File: src/rtl/im_boot_loader.sv
`default_nettype none
// ============================================================================
// im_boot_loader : byte-stream loader that fills the instruction SRAM from
//                  address 0 and holds the core in reset until loading is done
// Revision 1.0
// ============================================================================
module im_boot_loader #(
    parameter int ADDR_W    = 16,
    parameter int MAX_WORDS = 2 ** (ADDR_W - 2)
) (
    input  logic              clk,
    input  logic              rst,
    input  logic              rx_valid,
    input  logic [7:0]        rx_data,
    output logic              rx_ready,
    output logic [3:0]        im_w_en,
    output logic [ADDR_W-1:0] im_address,
    output logic [31:0]       im_write_data,
    output logic              cpu_rst,
    output logic              busy,
    output logic              done,
    output logic              err
);

    localparam logic [2:0] c_st_len0  = 3'd0;
    localparam logic [2:0] c_st_len1  = 3'd1;
    localparam logic [2:0] c_st_data  = 3'd2;
    localparam logic [2:0] c_st_write = 3'd3;
    localparam logic [2:0] c_st_done  = 3'd4;
    localparam logic [2:0] c_st_err   = 3'd5;

    localparam logic [31:0] c_max_words = 32'(MAX_WORDS);

    logic [2:0]        r_state;
    logic [2:0]        w_state_next;
    logic [15:0]       r_word_idx;
    logic [1:0]        r_byte_cnt;
    logic [15:0]       r_n;
    logic [31:0]       r_write_data;
    logic [ADDR_W-1:0] r_address;

    logic              w_rx_ready;
    logic              w_accept;
    logic [15:0]       w_n_full;
    logic [15:0]       w_idx_inc;
    logic [17:0]       w_addr_full;

    assign w_accept    = rx_valid && w_rx_ready;
    assign w_n_full    = {rx_data, r_n[7:0]};
    assign w_idx_inc   = r_word_idx + 16'd1;
    assign w_addr_full = {w_idx_inc, 2'b00};

    // State register
    always_ff @(posedge clk) begin
        if (rst) begin
            r_state <= c_st_len0;
        end else begin
            r_state <= w_state_next;
        end
    end

    // Next-state logic
    always_comb begin
        w_state_next = r_state;
        case (r_state)
            c_st_len0: begin
                if (w_accept) w_state_next = c_st_len1;
            end
            c_st_len1: begin
                if (w_accept) begin
                    if (w_n_full == 16'd0) begin
                        w_state_next = c_st_done;
                    end else if ({16'd0, w_n_full} > c_max_words) begin
                        w_state_next = c_st_err;
                    end else begin
                        w_state_next = c_st_data;
                    end
                end
            end
            c_st_data: begin
                if (w_accept && (r_byte_cnt == 2'd3)) w_state_next = c_st_write;
            end
            c_st_write: begin
                w_state_next = (w_idx_inc == r_n) ? c_st_done : c_st_data;
            end
            c_st_done:  w_state_next = c_st_done;
            c_st_err:   w_state_next = c_st_err;
            default:    w_state_next = c_st_len0;
        endcase
    end

    // Output decode; cpu_rst also follows rst directly so the core is held during reset
    always_comb begin
        w_rx_ready = 1'b0;
        im_w_en    = 4'b0000;
        cpu_rst    = 1'b1;
        busy       = 1'b0;
        done       = 1'b0;
        err        = 1'b0;
        case (r_state)
            c_st_len0, c_st_len1, c_st_data: begin
                w_rx_ready = 1'b1;
                busy       = 1'b1;
            end
            c_st_write: begin
                im_w_en = 4'b1111;
                busy    = 1'b1;
            end
            c_st_done: begin
                done    = 1'b1;
                cpu_rst = rst;
            end
            c_st_err: begin
                err = 1'b1;
            end
            default: begin
                w_rx_ready = 1'b0;
            end
        endcase
    end

    // Datapath: header capture, little-endian byte lanes, word address advance
    always_ff @(posedge clk) begin
        if (rst) begin
            r_word_idx   <= 16'd0;
            r_byte_cnt   <= 2'd0;
            r_n          <= 16'd0;
            r_write_data <= 32'd0;
            r_address    <= '0;
        end else begin
            case (r_state)
                c_st_len0: begin
                    if (w_accept) r_n[7:0] <= rx_data;
                end
                c_st_len1: begin
                    if (w_accept) r_n[15:8] <= rx_data;
                end
                c_st_data: begin
                    if (w_accept) begin
                        r_write_data[{r_byte_cnt, 3'b000} +: 8] <= rx_data;
                        r_byte_cnt <= r_byte_cnt + 2'd1;
                    end
                end
                c_st_write: begin
                    r_word_idx <= w_idx_inc;
                    r_byte_cnt <= 2'd0;
                    r_address  <= ADDR_W'(w_addr_full);
                end
                default: begin
                    r_byte_cnt <= r_byte_cnt;
                end
            endcase
        end
    end

    assign rx_ready      = w_rx_ready;
    assign im_address    = r_address;
    assign im_write_data = r_write_data;

endmodule
`default_nettype wire

File: config.mk
export PLATFORM = sky130hd
export DESIGN_NAME = im_boot_loader
export DESIGN_NICKNAME = d
export VERILOG_FILES = /design/src/rtl/im_boot_loader.sv
export SDC_FILE = /design/constraint.sdc
export NUM_CORES = 1
export LEC_CHECK = 0
export ABC_CLOCK_PERIOD_IN_PS = 6200
export CAP_MARGIN = 20
export CORE_MARGIN = 2
export CORE_UTILIZATION = 56
export CTS_CLUSTER_SIZE = 30
export DETAILED_ROUTE_END_ITERATION = 8
export GPL_ROUTABILITY_DRIVEN = 0
export GPL_TIMING_DRIVEN = 0
export PLACE_DENSITY = 0.85
export SLEW_MARGIN = 40
export SYNTH_ARGS = -nofsm -noshare
export SYNTH_HDL_FRONTEND = slang
export SYNTH_SLANG_ARGS = --single-unit
File: constraint.sdc
create_clock -name clk -period 6.2 [get_ports clk]
set_clock_uncertainty 0.05 [all_clocks]
set_input_delay 1.24 -clock clk [delete_from_list [all_inputs] [get_ports clk]]
set_output_delay 1.24 -clock clk [all_outputs]
set_load 0.005 [all_outputs]
==> reports/metrics.yaml, run 1 <==
place_ws_ns: 2.615
crit_cells: 5
grt-ovfl-total: 0
cts_buffers: 9
grt_max_degree: 14
yosysTopAreaCell: "dfxtp_1"
grt_pass1_vias: 3144
core_um2: 5956
status: "finished, final reports clean"
max_freq_mhz: 268.8
fp.dieArea_um2: 6855
critPathBufInv: 4
synth_seq_cells: 69
ctsHtreeMaxLevel: 3
ys_top_cells_by_count: "85 x nand2_1, 69 x dfxtp_1, 56 x a21oi_1"
path_class: "reg2out"
setup_viol: 0
whs_ns: 0.4062
cts_tree: "done"
critical_path_required_ns: 4.91
ys_async_sr_fraction_pct: 0
critPathLaunch: "r_state[1]"
fill_cells: 460
final_cells: 590
worst_pin_slew_ns: 0.6387
max_slew_margin_pct: 57.27
synthesis.area_um2: 3477
hold_path.class: "reg2reg"
finalNetCount: 527
dp.cells: 574
synth.top_cell.area_share_pct: 39.73
antenna_found_initial: 0
cap_violations: 0
slowest_stage: "clkdlybuf4s50_1"
synthCells: 436
fin_area_um2: 4458
clk_latency_ns: 0.35
routed_wl_mm: 9.272
post_cts_buffers: 0
drive_gt1_share_pct: 12.04
grt_usage_pct: 28.41
crit_chain: "clkbuf_1 > nand3_1 > clkinv_1 > buf_4 > clkdlybuf4s50_1"
start_kind: "register"
drt_iter0_drc: 300
yosysMostFrequentCell: "nand2_1"
drt-pass1-iter-count: 5
num_antenna_cells: 0
avgSynthCellArea_um2: 7.975
finalCritPeriodShare_pct: 60.01
synth.area.top_cells: "dfxtp_1 40%, nand2_1 9.2%, a21oi_1 8.1%, nand3_1 5.5%, buf_4 5.0%"
io_pins: 68
initial_core_util_pct: 58.38
postRouteAntennaNets: 0
fp.dieW_um: 82.80
area_growth_pct: 28.21
cp.arrival_ns: 2.43
synth_seq_area_share_pct: 39.73
synth_edf_count: 0
rr_endpoint: "r_word_idx[14]"
critPathCaptureType: "output port"
maxSlewViolCount: 0
cpPeakStageDelay_ns: 0.49
ys.flop_type: "dfxtp_1"
grt_pass1_wl_mm: 14.75
yosysUniqueCellTypes: 51
fin_setup_tns_ns: 0
hold_viol_final: 0
rows: 28
routedWlPerCell_um: 15.72
layout_setup_ws_ns: 2.479
ys.warnings.count: 0
rsz0062_at_grt: "false"
vias_per_cell: 5.783
clkSlewWorstSetupHoldPaths_ns: 0.08
vias: 3412
numPortBuffers: 62
p_per_area_nw_per_um2: 216.1
path_max_fanout: 11
dpl.hpwl_mm: 6.320
leakage_nw: 1.579
ctsResizeCount: 0
drcViolationCount: 0
dpl-instance-area_um2: 4195
r2r_setup_slack_ns: 3.62
reg2reg_from: "r_state[1]"
r2r_cells: 8
holdBufCountCts: 0
die_y_um: 82.80
cts_root_buf: "clkbuf_8"
min_period_ns: 3.721
critPathTopFamily: "buffers and inverters"
cts_buffer_depth: 2
vdd_drop_max_v: 0.0002410
numClockSinks: 69
cp-endpoint: "im_w_en[3]"
## placed cells by master, fill, tap and decap left out, types with 6 or more instances in the layout
cell type / Yosys / routed
dfxtp_1: 69 / 69
clkbuf_8: 0 / 10
nor3_1: 9 / 6
ha_1: 6 / 6
nand2_1: 85 / 85
nand4_1: 8 / 8
buf_4: 23 / 23
nand3_1: 38 / 38
a21oi_1: 56 / 56
clkdlybuf4s50_1: 0 / 62
nor2_1: 24 / 24
xor2_1: 16 / 16
xnor2_1: 17 / 17
clkbuf_1: 12 / 12
## per-stage QoR
stage               utilization (%)  power [mW]
global placement              70.44      0.5390
global route                  74.85      0.9838
finish                        74.85      0.9632
CTS                           74.35      0.9583
detailed placement            70.44      0.5417
floorplan                         -      0.5127
## logic make-up after synthesis
| logic type | count (synthesis) | synth area share [%] |
|---|---|---|
| xor+xnor | 33 | 8.312 |
| compound gates | 76 | 12.85 |
| other cells | 1 | 0.1078 |
| flops | 69 | 39.73 |
| fa+ha+maj | 6 | 2.159 |
| mux | 3 | 0.8637 |
| buf+inv | 49 | 8.600 |
| simple gates | 199 | 27.38 |
## cell type report
| type | count | area (µm²) | share of cell area (%) |
|---|---|---|---|
| inverter | 6 | 22.52 | 0.5052 |
| multi-input combinational | 319 | 1831 | 41.06 |
| tap | 75 | 93.84 | 2.105 |
| clock buffer | 10 | 137.6 | 3.087 |
| sequential | 69 | 1381 | 30.98 |
| buffer | 43 | 276.5 | 6.203 |
| clock inverter | 6 | 95.09 | 2.133 |
| timing repair buffer | 62 | 620.6 | 13.92 |
## worst min path at each step
stage                       from                end  slack [ns]  depth (start not counted)
6_report       im_write_data[31]  im_write_data[31]        0.41                          2
5_1_grt         im_write_data[7]   im_write_data[7]        0.43                          2
4_1_cts        im_write_data[31]  im_write_data[31]        0.41                          2
3_5_place_dp   im_write_data[16]  im_write_data[16]        0.40                          2
3_3_place_gp   im_write_data[24]  im_write_data[24]        0.39                          2
2_1_floorplan            r_n[11]            r_n[11]        0.40                          2
## power breakdown
part	internal [mW]	switching, mW
Clock	0.241	0.187
Sequential	0.451	0.00789
Combinational	0.0293	0.0470
## state kept, by name (all words and copies together), names as in the netlist
name / flops
im_write_data: 32
r_n: 16
r_word_idx: 16
r_state: 3
r_byte_cnt: 2
## routing by layer
metal | track usage, % | part of all wire (%) | up-vias
met5 | 0 | 0 | -
met4 | 13.28 | 2.9 | 0
met3 | 6.169 | 8.3 | 30
met2 | 48.15 | 48 | 162
met1 | 34.30 | 41 | 1598
li1 | - | - | 1622
## worst min-delay path: cells and delay by family (launching register included)
family / cells / cell delay, ns
AO/OA/AOI/OAI: 1 / 0.05
flip-flops: 1 / 0.32
AND/OR/NAND/NOR: 1 / 0.05
Power figures use the tool's default switching activity.
==> run 2: changes to the inputs <==
Settings changed: ABC_CLOCK_PERIOD_IN_PS 6200 to 3100, CORE_UTILIZATION 56 to 47, PLACE_DENSITY 0.85 to 0.76.
Clock period 6.2 ns to 3.1 ns, I/O delays scaled along.
==> run 2 against run 1 <==
Compared with the run above:
- sequential cell count did not move
- register-to-register slack got worse by 3.0 ns
- global-route usage fell by 6.4 points
- worst setup slack got worse by 2.3 ns
- critical path type unchanged
- critical endpoint unchanged
- highest routed layer unchanged
==> reports/metrics.yaml, run 2 (synthesized netlist as in run 1, its figures left out) <==
antenna_found_initial: 0
cts_tree: "done"
path_max_fanout: 11
drive_gt1_share_pct: 11.84
io_pins: 68
holdPathStages: 2
grt_pass1_vias: 3038
grt_pass1_wl_mm: 14.50
fin_setup_tns_ns: 0
max_freq_mhz: 346.5
status: "finished, final reports clean"
met3_length_um: 502
layout_commonest_cell: "nand2_1"
grt-ovfl-total: 0
fin_area_um2: 4477
setup_viol: 0
rsz0062_at_grt: "false"
num_antenna_cells: 0
dp.cells: 598
hold_viol_final: 0
holdBufCountCts: 0
mostFrequentLayoutCells: "85 x nand2_1, 69 x dfxtp_1, 62 x clkdlybuf4s50_1"
drt-pass1-iter-count: 5
final_cells: 614
cts_root_buf: "clkbuf_8"
p_per_area_nw_per_um2: 417.9
die_y_um: 90.01
holdPathEnd: "im_write_data[16]"
register_area_um2: 1381
maxSlewViolCount: 0
cts_buffer_depth: 2
vias: 3250
cap_violations: 0
cts_buffers: 9
start_kind: "register"
fp.dieW_um: 90.01
numClockSinks: 69
dpl-instance-area_um2: 4225
path_class: "reg2out"
multiInputGateArea_um2: 1836
r2r_setup_slack_ns: 0.62
vias_per_cell: 5.293
dpl.hpwl_mm: 6.166
drt_iter0_drc: 220
whs_ns: 0.4059
dr_wl_met2_mm: 4.096
initial_core_util_pct: 48.20
finalCritPeriodShare_pct: 93.10
postRouteAntennaNets: 0
grt_usage_pct: 22.00
finalNetCount: 527
critical_path_required_ns: 2.43
ctsResizeCount: 0
top_layer_used: "met4"
area_growth_pct: 28.75
hp-start: "im_write_data[16]"
reg2reg_from: "r_word_idx[0]"
core_um2: 7214
r2r_cells: 8
critPathCaptureType: "output port"
cp.arrival_ns: 2.22
clkSlewWorstSetupHoldPaths_ns: 0.07
fp.dieArea_um2: 8102
drcViolationCount: 0
leakage_nw: 1.566
largest_reg_flops: 32
routed_wl_mm: 8.879
vdd_drop_max_v: 0.0002174
worst_pin_slew_ns: 0.6074
min_period_ns: 2.886
hold_path.class: "reg2reg"
post_cts_buffers: 0
grt_max_degree: 13
rows: 31
fill_cells: 656
rr_endpoint: "r_state[1]"
routedWlPerCell_um: 14.46
clk_latency_ns: 0.34
power_mw: 1.871
numPortBuffers: 62
wl_met1_mm: 4.016
max_slew_margin_pct: 59.51
ctsHtreeMaxLevel: 3
run 2: worst max-delay path by stage:
| stage | startpoint | end | cells past startpoint |
|---|---|---|---|
| floorplan | r_word_idx[0] | r_state[1] | 8 |
| global placement | rx_data[3] | r_state[2] | 7 |
| detailed placement | rx_data[0] | r_state[2] | 7 |
| CTS | r_state[0] | im_w_en[3] | 5 |
| global route | r_state[1] | im_w_en[3] | 5 |
| finish | r_state[1] | im_w_en[3] | 5 |
run 2: metal layers:
metal	vias to the layer above	GRT usage, %
li1	1619	-
met3	23	3.437
met5	-	0
met2	105	36.03
met4	0	11.54
met1	1503	27.95
run 2: stage by stage:
step / utilization (%) / worst slack (ns)
global placement: 58.57 / 0.4079
CTS: 61.57 / 0.1192
global route: 62.05 / 0.03984
detailed placement: 58.57 / 0.3753
floorplan: - / 0.9033
finish: 62.05 / 0.2139
run 2: power breakdown:
part	switching, mW	internal [mW]	total, mW
clock	0.347	0.457	0.804
combinational	0.0913	0.0586	0.150
sequential	0.0156	0.902	0.917
total	0.454	1.42	1.87
run 2: worst max-delay path, stage by stage, from the launching register on:
cell and delay [ns]:
dfxtp_1 0.31, clkbuf_1 0.33, nand3_2 0.28, clkinv_1 0.31, buf_4 0.16, clkdlybuf4s50_1 0.49
run 2: cell type report:
class	instances	share of cell area (%)
multi-input combinational	319	41.00
sequential	69	30.86
timing repair buffer	62	13.86
buffer	43	6.177
clock buffer	11	2.935
tap	99	2.767
clock inverter	5	1.901
inverter	6	0.5031
==> run 3: changes to the inputs <==
Settings changed: CORE_UTILIZATION 47 to 35, PLACE_DENSITY 0.76 to default.
==> run 3 against run 2 <==
Compared with the run above:
- wire length is 3.7% higher
- sequential share of layout area is 0.33 points lower
- design area increased by 1.1%
- global-route usage down 4.5 points
- worst hold slack worse by 0.0035 ns
- largest power group unchanged
==> reports/metrics.yaml, run 3 (synthesized netlist as in run 1, its figures left out) <==
cts_root_buf: "clkbuf_8"
largest_reg_flops: 32
multiInputGateArea_um2: 1831
initial_core_util_pct: 35.74
final_cells: 648
critical_path_required_ns: 2.43
drt-pass1-iter-count: 4
grt_max_degree: 13
core_um2: 9729
num_antenna_cells: 0
vias_per_cell: 4.948
cp.arrival_ns: 2.19
numPortBuffers: 62
ctsHtreeMaxLevel: 3
hold_path.class: "reg2reg"
worst_pin_slew_ns: 0.8445
grt_pass1_vias: 3114
p_per_area_nw_per_um2: 418.7
grt_usage_pct: 17.54
die_y_um: 103.7
grt-ovfl-total: 0
finalCritPeriodShare_pct: 92.10
fp.dieW_um: 103.7
fill_cells: 1015
cts_tree: "done"
r2r_setup_slack_ns: 0.68
dp.cells: 632
critPathCaptureType: "output port"
status: "finished, final reports clean"
cap_violations: 0
drive_gt1_share_pct: 12.23
post_cts_buffers: 0
vias: 3206
clk_latency_ns: 0.35
antenna_found_initial: 0
routed_wl_mm: 9.209
start_kind: "register"
fp.dieArea_um2: 10750
clkSlewWorstSetupHoldPaths_ns: 0.08
numClockSinks: 69
max_freq_mhz: 350.3
finalNetCount: 527
drt_iter0_drc: 205
rows: 36
fin_setup_tns_ns: 0
path_class: "reg2out"
max_slew_margin_pct: 43.26
area_growth_pct: 30.15
layout_commonest_cell: "nand2_1"
whs_ns: 0.4024
drcViolationCount: 0
dpl.hpwl_mm: 6.434
cts_buffers: 9
grt_pass1_wl_mm: 15.24
register_area_um2: 1381
hold_viol_final: 0
io_pins: 68
leakage_nw: 1.569
cts_buffer_depth: 2
postRouteAntennaNets: 0
maxSlewViolCount: 0
rsz0062_at_grt: "false"
vdd_drop_max_v: 0.0002255
min_period_ns: 2.855
mostFrequentLayoutCells: "85 x nand2_1, 69 x dfxtp_1, 62 x clkdlybuf4s50_1"
routedWlPerCell_um: 14.21
setup_viol: 0
path_max_fanout: 11
[run 3: cell types whose count changed in the layout (fill, tap and decap cells not counted), sizes merged]
cell      previous run  this run
clkbuf              23        22
clkinvlp             1         2
[run 3: final timing paths]
| path | start | end | depth (start not counted) |
|---|---|---|---|
| hold / removal | im_write_data[17] | im_write_data[17] | 2 |
| setup / recovery | r_state[1] | im_w_en[3] | 5 |
| setup reg to reg | r_word_idx[0] | r_state[1] | 8 |
| hold reg to reg | im_write_data[17] | im_write_data[17] | 2 |
[run 3: final cells by class]
type                       count  share of cell area, %
sequential                    69                  30.52
timing repair buffer          62                  13.71
clock inverter                 6                  1.908
buffer                        43                  6.110
tap                          133                  3.677
inverter                       6                 0.5806
clock buffer                  10                  3.041
multi-input combinational    319                  40.45
[run 3: timing repair]
action | 4_1_cts | 5_1_grt
hold buffers | 0 | 0
resized for setup | 0 | 2
endpoints found under the setup margin | 0 | 3
[run 3: worst max-delay path, cell delays in order (launching register included)]
cell	delay, ns
dfxtp_1	0.32
clkbuf_1	0.31
nand3_2	0.29
clkinvlp_4	0.29
buf_4	0.14
clkdlybuf4s50_1	0.49
[run 3: through the flow]
step | area (µm²) | setup WS, ns | power (mW) | utilization (%)
global route | 4526 | 0.07463 | 1.964 | 46.51
finish | 4526 | 0.2449 | 1.895 | 46.51
detailed placement | 4273 | 0.4073 | 1.087 | 43.92
floorplan | 3481 | 0.9033 | 1.025 | -
CTS | 4497 | 0.06047 | 1.914 | 46.22
global placement | 4268 | 0.3845 | 1.084 | 43.87
[run 3: routing by layer]
metal  part of all wire [%]  global-route usage, %
met5                      0                      0
met4                    2.6                  8.494
met3                    4.8                  3.210
met2                     46                  28.52
met1                     46                  22.46
[run 3: power by group]
part	leakage [nW]	internal (mW)	switching, mW
Clock	0.112	0.473	0.353
Sequential	0.558	0.902	0.0154
Combinational	0.899	0.0583	0.0926
Total	1.57	1.43	0.461
